## src/rtl/led_pattern_ctrl.sv

```systemverilog
// Command-driven sequencer for the 8-LED bank: loads patterns and sets mode, speed and run/pause.
// Steps come from a base tick prescaler and a speed sub-divider; leds and step_pulse are registered.
module led_pattern_ctrl #(
  parameter int CLK_FREQ    = 25_000_000,
  parameter int TICK_CYCLES = CLK_FREQ / 8
) (
  input  logic       clk,
  input  logic       rst_n,
  input  logic       cmd_valid,
  output logic       cmd_ready,
  input  logic [1:0] cmd_op,
  input  logic [7:0] cmd_arg,
  output logic [7:0] leds,
  output logic       step_pulse
);

  // state   | meaning
  // RUNNING | counters advance, steps fire, commands accepted
  // PAUSED  | counters/pattern frozen, commands accepted
  // APPLY   | one cycle after an accept; latched command written on exit
  typedef enum logic [1:0] {RUNNING, PAUSED, APPLY} state_t;

  localparam int TW = (TICK_CYCLES > 1) ? $clog2(TICK_CYCLES) : 1;
  localparam logic [TW-1:0] TICK_LAST = TW'(TICK_CYCLES - 1);

  localparam logic [1:0] OP_LOAD      = 2'd0;
  localparam logic [1:0] OP_SET_MODE  = 2'd1;
  localparam logic [1:0] OP_SET_SPEED = 2'd2;
  localparam logic [1:0] OP_RUN_CTL   = 2'd3;

  localparam logic [1:0] MODE_ROT_L  = 2'd0;
  localparam logic [1:0] MODE_ROT_R  = 2'd1;
  localparam logic [1:0] MODE_BOUNCE = 2'd2;
  localparam logic [1:0] MODE_BLINK  = 2'd3;

  state_t          state, nxt_state;
  logic [7:0]      pat, nxt_pat;
  logic [7:0]      nxt_leds;
  logic [1:0]      mode, nxt_mode;
  logic [2:0]      speed, nxt_speed;
  logic            run, nxt_run;
  logic            dir, nxt_dir;       // 0 = left, 1 = right
  logic            phase, nxt_phase;
  logic [TW-1:0]   tick_cnt, nxt_tick_cnt;
  logic [2:0]      sub_cnt, nxt_sub_cnt;
  logic [1:0]      op_q;
  logic [7:0]      arg_q;
  logic            accept;
  logic            step;

  assign cmd_ready = (state != APPLY);
  assign accept    = cmd_valid && cmd_ready;

  always_ff @(posedge clk or negedge rst_n) begin
    if (!rst_n) begin
      state      <= RUNNING;
      pat        <= 8'h1F;
      leds       <= 8'h1F;
      mode       <= MODE_ROT_L;
      speed      <= 3'd7;
      run        <= 1'b1;
      dir        <= 1'b0;
      phase      <= 1'b0;
      tick_cnt   <= '0;
      sub_cnt    <= '0;
      step_pulse <= 1'b0;
      op_q       <= '0;
      arg_q      <= '0;
    end else begin
      state      <= nxt_state;
      pat        <= nxt_pat;
      leds       <= nxt_leds;
      mode       <= nxt_mode;
      speed      <= nxt_speed;
      run        <= nxt_run;
      dir        <= nxt_dir;
      phase      <= nxt_phase;
      tick_cnt   <= nxt_tick_cnt;
      sub_cnt    <= nxt_sub_cnt;
      step_pulse <= step;
      if (accept) begin
        op_q  <= cmd_op;
        arg_q <= cmd_arg;
      end
    end
  end

  always_comb begin
    nxt_state    = state;
    nxt_pat      = pat;
    nxt_mode     = mode;
    nxt_speed    = speed;
    nxt_run      = run;
    nxt_dir      = dir;
    nxt_phase    = phase;
    nxt_tick_cnt = tick_cnt;
    nxt_sub_cnt  = sub_cnt;
    step         = 1'b0;

    case (state)
      RUNNING: begin
        if (tick_cnt == TICK_LAST && sub_cnt == speed) begin
          step         = 1'b1;
          nxt_tick_cnt = '0;
          nxt_sub_cnt  = '0;
        end else if (tick_cnt == TICK_LAST) begin
          nxt_tick_cnt = '0;
          nxt_sub_cnt  = sub_cnt + 3'd1;
        end else begin
          nxt_tick_cnt = tick_cnt + TW'(1);
        end
        if (accept) nxt_state = APPLY;
      end
      PAUSED: begin
        if (accept) nxt_state = APPLY;
      end
      APPLY: begin
        case (op_q)
          OP_LOAD: begin
            nxt_pat      = arg_q;
            nxt_tick_cnt = '0;
            nxt_sub_cnt  = '0;
            nxt_dir      = 1'b0;
            nxt_phase    = 1'b0;
          end
          OP_SET_MODE: begin
            nxt_mode  = arg_q[1:0];
            nxt_dir   = 1'b0;
            nxt_phase = 1'b0;
          end
          OP_SET_SPEED: begin
            nxt_speed    = arg_q[2:0];
            nxt_tick_cnt = '0;
            nxt_sub_cnt  = '0;
          end
          default: nxt_run = arg_q[0];
        endcase
        nxt_state = nxt_run ? RUNNING : PAUSED;
      end
      default: nxt_state = RUNNING;
    endcase

    if (step) begin
      case (mode)
        MODE_ROT_L: nxt_pat = {pat[6:0], pat[7]};
        MODE_ROT_R: nxt_pat = {pat[0], pat[7:1]};
        MODE_BOUNCE: begin
          // Reverse before a lit LED would fall off an end; stuck both ways only flips dir.
          if (!dir) begin
            if (!pat[7]) nxt_pat = {pat[6:0], 1'b0};
            else if (!pat[0]) begin
              nxt_pat = {1'b0, pat[7:1]};
              nxt_dir = 1'b1;
            end else nxt_dir = 1'b1;
          end else begin
            if (!pat[0]) nxt_pat = {1'b0, pat[7:1]};
            else if (!pat[7]) begin
              nxt_pat = {pat[6:0], 1'b0};
              nxt_dir = 1'b0;
            end else nxt_dir = 1'b0;
          end
        end
        default: nxt_phase = ~phase;
      endcase
    end

    nxt_leds = (nxt_mode == MODE_BLINK && nxt_phase) ? 8'h00 : nxt_pat;
  end

endmodule
```

## config.mk

```make
export PLATFORM = sky130hd
export DESIGN_NAME = led_pattern_ctrl
export DESIGN_NICKNAME = d
export VERILOG_FILES = /design/src/rtl/led_pattern_ctrl.sv
export SDC_FILE = /design/constraint.sdc
export NUM_CORES = 1
export LEC_CHECK = 0
export BUFFER_PORTS_ARGS = -buffer_cell sky130_fd_sc_hd__clkbuf_2
export CAP_MARGIN = 20
export CELL_PAD_IN_SITES_DETAIL_PLACEMENT = 1
export CELL_PAD_IN_SITES_GLOBAL_PLACEMENT = 2
export CORE_MARGIN = 10
export CORE_UTILIZATION = 38
export CTS_BUF_LIST = sky130_fd_sc_hd__clkbuf_4 sky130_fd_sc_hd__clkbuf_8 sky130_fd_sc_hd__clkbuf_16
export CTS_CLUSTER_SIZE = 20
export DETAILED_ROUTE_END_ITERATION = 6
export HOLD_SLACK_MARGIN = 0.02
export PLACE_DENSITY = 0.82
export SYNTH_ARGS = -nofsm -noshare
export SYNTH_HDL_FRONTEND = slang
export SYNTH_SLANG_ARGS = --single-unit
```

## constraint.sdc

```tcl
create_clock -name clk -period 2.88 [get_ports clk]
set_input_delay 0.432 -clock clk [delete_from_list [all_inputs] [get_ports clk]]
set_output_delay 0.432 -clock clk [all_outputs]
set_load 0.02 [all_outputs]
```

==> impl_results.md <==
- Post-placement cell count: 486
- Reg2Reg Depth: 5
- Status: finished clean
- Cell Area, Synth: 3452 um2
- Sink Count: 62
- Synth unique cells: 58
- Count leader, synth: dfrtp_1
- Final max-slew violation count: 0
- Max cap viols: 0
- Worst Hold Class: input pin to async pin
- Reg2Reg Setup Slack: 0.57 ns
- Post-synth EDFFs: 0
- Critical Path Fanout Max: 8
- CTS tree: yes
- Vias per cell: 5.787
- Initial Util: 0.3939
- Crit path kind: flop to flop
- R2R Path Start: tick_cnt[6]
- Synth top cells by count: dfrtp_1, nor2_1, nand2_1
- Area grow syn2layout: 13.99%
- TNS Setup: 0 ns
- DIE WIDTH: 115.3 um
- Skew final: 0.005257 ns
- Power density cells: 931.5 nW/um2
- Synthesized net count: 382
- Post-Place Worst Slack: 0.3572 ns
- NumNets Final: 405
- Final worst-path cycle share: 0.8027
- DRT Pass-1 Iters: 4
- First-pass GRT wire length: 15580 um
- Postcts setup bufs: 0
- Tmin final: 2.312 ns
- Register bit total from synthesis: 62
- Yosys warning count: 0
- Port Buffers: 22
- Worst setup EP type: flop
- Largest cells by area after synthesis: dfrtp_1, dfstp_2, mux2_2
- Syn Area/Cell: 9.406 um2
- Critical Path AT: 2.55 ns
- Max_slew headroom: 0.4636
- Setup WS post-layout: 0.5681 ns
- DRC: 0
- PostCTS Resize Cnt: 0
- Post-synth top area share: 0.3480
- Number of top-level pins: 23
- Final hold viol count: 0
- Tot GR Track Use: 0.1443
- Worst skew pair latency: 0.34 ns
- # setup viols final: 0
- Post-DRT Antenna Nets: 0
- Fmax: 432.6 MHz
- Post-synthesis sequential area ratio: 0.4545
- CTS Buf Count: 9
- GRT overflow: 0
- Prevailing post-synth register cell: dfrtp_1
- Clk pin slew, worst setup/hold paths: 0.07 ns
- Vias in the first global route: 3049
- Ratio of cells with drive above 1 in the final layout: 0.2354
- Worst slew pin tran: 0.8046 ns
- Antenna violations before repair: 0
- Post-Synthesis Cells: 367
- Largest net degree at the start of global routing: 63
- Post-Route WL: 9327 um
- Detailed Place HPWL: 6364 um
- Root Buffer: clkbuf_8
- Row Count: 34
- Vias: 2911
- Post-CTS Hold Buffers: 0
- GPL Wtd Cong: 0.7627
- Die area: 13300 um2
- DR iter-0 viols: 119
- RSZ-0062 raised after global routing: false
- Clk buf depth: 2
- Final cell count without fillers: 503
- N_diodes: 0
- VDD IR-drop max: 0.2509 mV
- Critical path launch point type: flop
- CP Data Required Time: 3.12 ns
- WL per Instance: 18.54 um
- Cell taking the most area after synthesis: dfrtp_1
- Share of async-settable or async-resettable flops after synthesis: 1.000
- P_leak: 1.683 nW
- Final core occ: 0.4490
- Core area: 8763 um2
- Reg2Reg Capture Point: leds[1]
- H-tree levels: 3
- Die height: 115.3 um
[sequential cells by signal (all words and copies together) (netlist names)]
register and cells:
op_q 2, speed 3, pat 8, state 2
mode 2, phase 1, dir 1, tick_cnt 22
sub_cnt 3, arg_q 8, run 1, step_pulse 1
leds 8
[cell families (layout without fill, tap and decap cells)]
family | Yosys count | after routing | share of synthesized area
AND/OR/NAND/NOR | 149 | 149 | 0.2229
AO/OA/AOI/OAI | 91 | 91 | 0.1754
flip-flops | 62 | 62 | 0.4545
multiplexers | 30 | 30 | 0.09496
buffers and inverters | 30 | 58 | 0.03733
XOR/XNOR | 3 | 3 | 0.007613
adder cells (fa/ha/maj) | 2 | 2 | 0.007248
[metrics by stage]
stage	hold WS [ns]	power [W]	area [um2]
6_report	0.2723	0.003666	3935
2_1_floorplan	0.1364	0.002372	3452
4_1_cts	0.2978	0.003698	3920
3_3_place_gp	0.4640	0.002732	3687
3_5_place_dp	0.5013	0.002781	3687
5_1_grt	0.3191	0.003928	3935
[placed cells by master (no fill, tap or decap), types with 4 or more instances in the layout]
| cell type | count |
|---|---|
| a211oi_1 | 5 |
| a21oi_1 | 25 |
| a311oi_1 | 4 |
| a31oi_1 | 15 |
| a32oi_1 | 6 |
| buf_4 | 10 |
| clkbuf_2 | 22 |
| clkbuf_8 | 11 |
| dfrtp_1 | 48 |
| dfstp_2 | 14 |
| inv_1 | 9 |
| mux2_2 | 18 |
| mux2i_1 | 11 |
| nand2_1 | 38 |
| nand2b_1 | 6 |
| nand3_1 | 23 |
| nand4_1 | 6 |
| nor2_1 | 40 |
| nor2b_1 | 4 |
| nor3_1 | 6 |
| nor4_1 | 4 |
| o21ai_0 | 6 |
| o21ai_1 | 6 |
[layout make-up]
cell class	instances	area, um2
Multi-Input combinational cell	275	1764
Tap cell	108	135.1
Fill cell	1013	4828
Clock inverter	5	81.33
Clock buffer	11	151.4
Inverter	9	33.78
Timing Repair Buffer	33	200.2
Sequential cell	62	1569
[worst max path at each step]
| stage | from | end | slack (ns) |
|---|---|---|---|
| after floorplan | tick_cnt[6] | tick_cnt[0] | 0.83 |
| after global placement | tick_cnt[0] | tick_cnt[16] | 0.48 |
| after detailed placement | tick_cnt[0] | tick_cnt[16] | 0.36 |
| after CTS | tick_cnt[0] | tick_cnt[16] | 0.34 |
| after global routing | tick_cnt[0] | tick_cnt[20] | 0.44 |
| final | tick_cnt[6] | leds[1] | 0.57 |
[critical path, stage by stage, from the launching register on]
cell and delay (ns):
dfrtp_1 0.48, or4_4 0.59, nor4_4 0.20, nand4_1 0.21, mux2_4 0.41, a211oi_1 0.31
[per-layer routing]
layer  GRT usage  up-vias  wire (um)
met5           0        -          0
met4     0.05693        0         98
met3     0.02448        8        270
met2      0.2451       35       4799
met1      0.1777     1473       4158
li1            -     1395          -
[power by group]
part | switching [W] | internal [W] | total [W]
clock network | 0.000367 | 0.000535 | 0.000902
registers | 0.000267 | 0.00118 | 0.00145
logic | 0.000771 | 0.000547 | 0.00132
total | 0.00140 | 0.00226 | 0.00367
No activity file was read; power rests on OpenSTA's default activity.
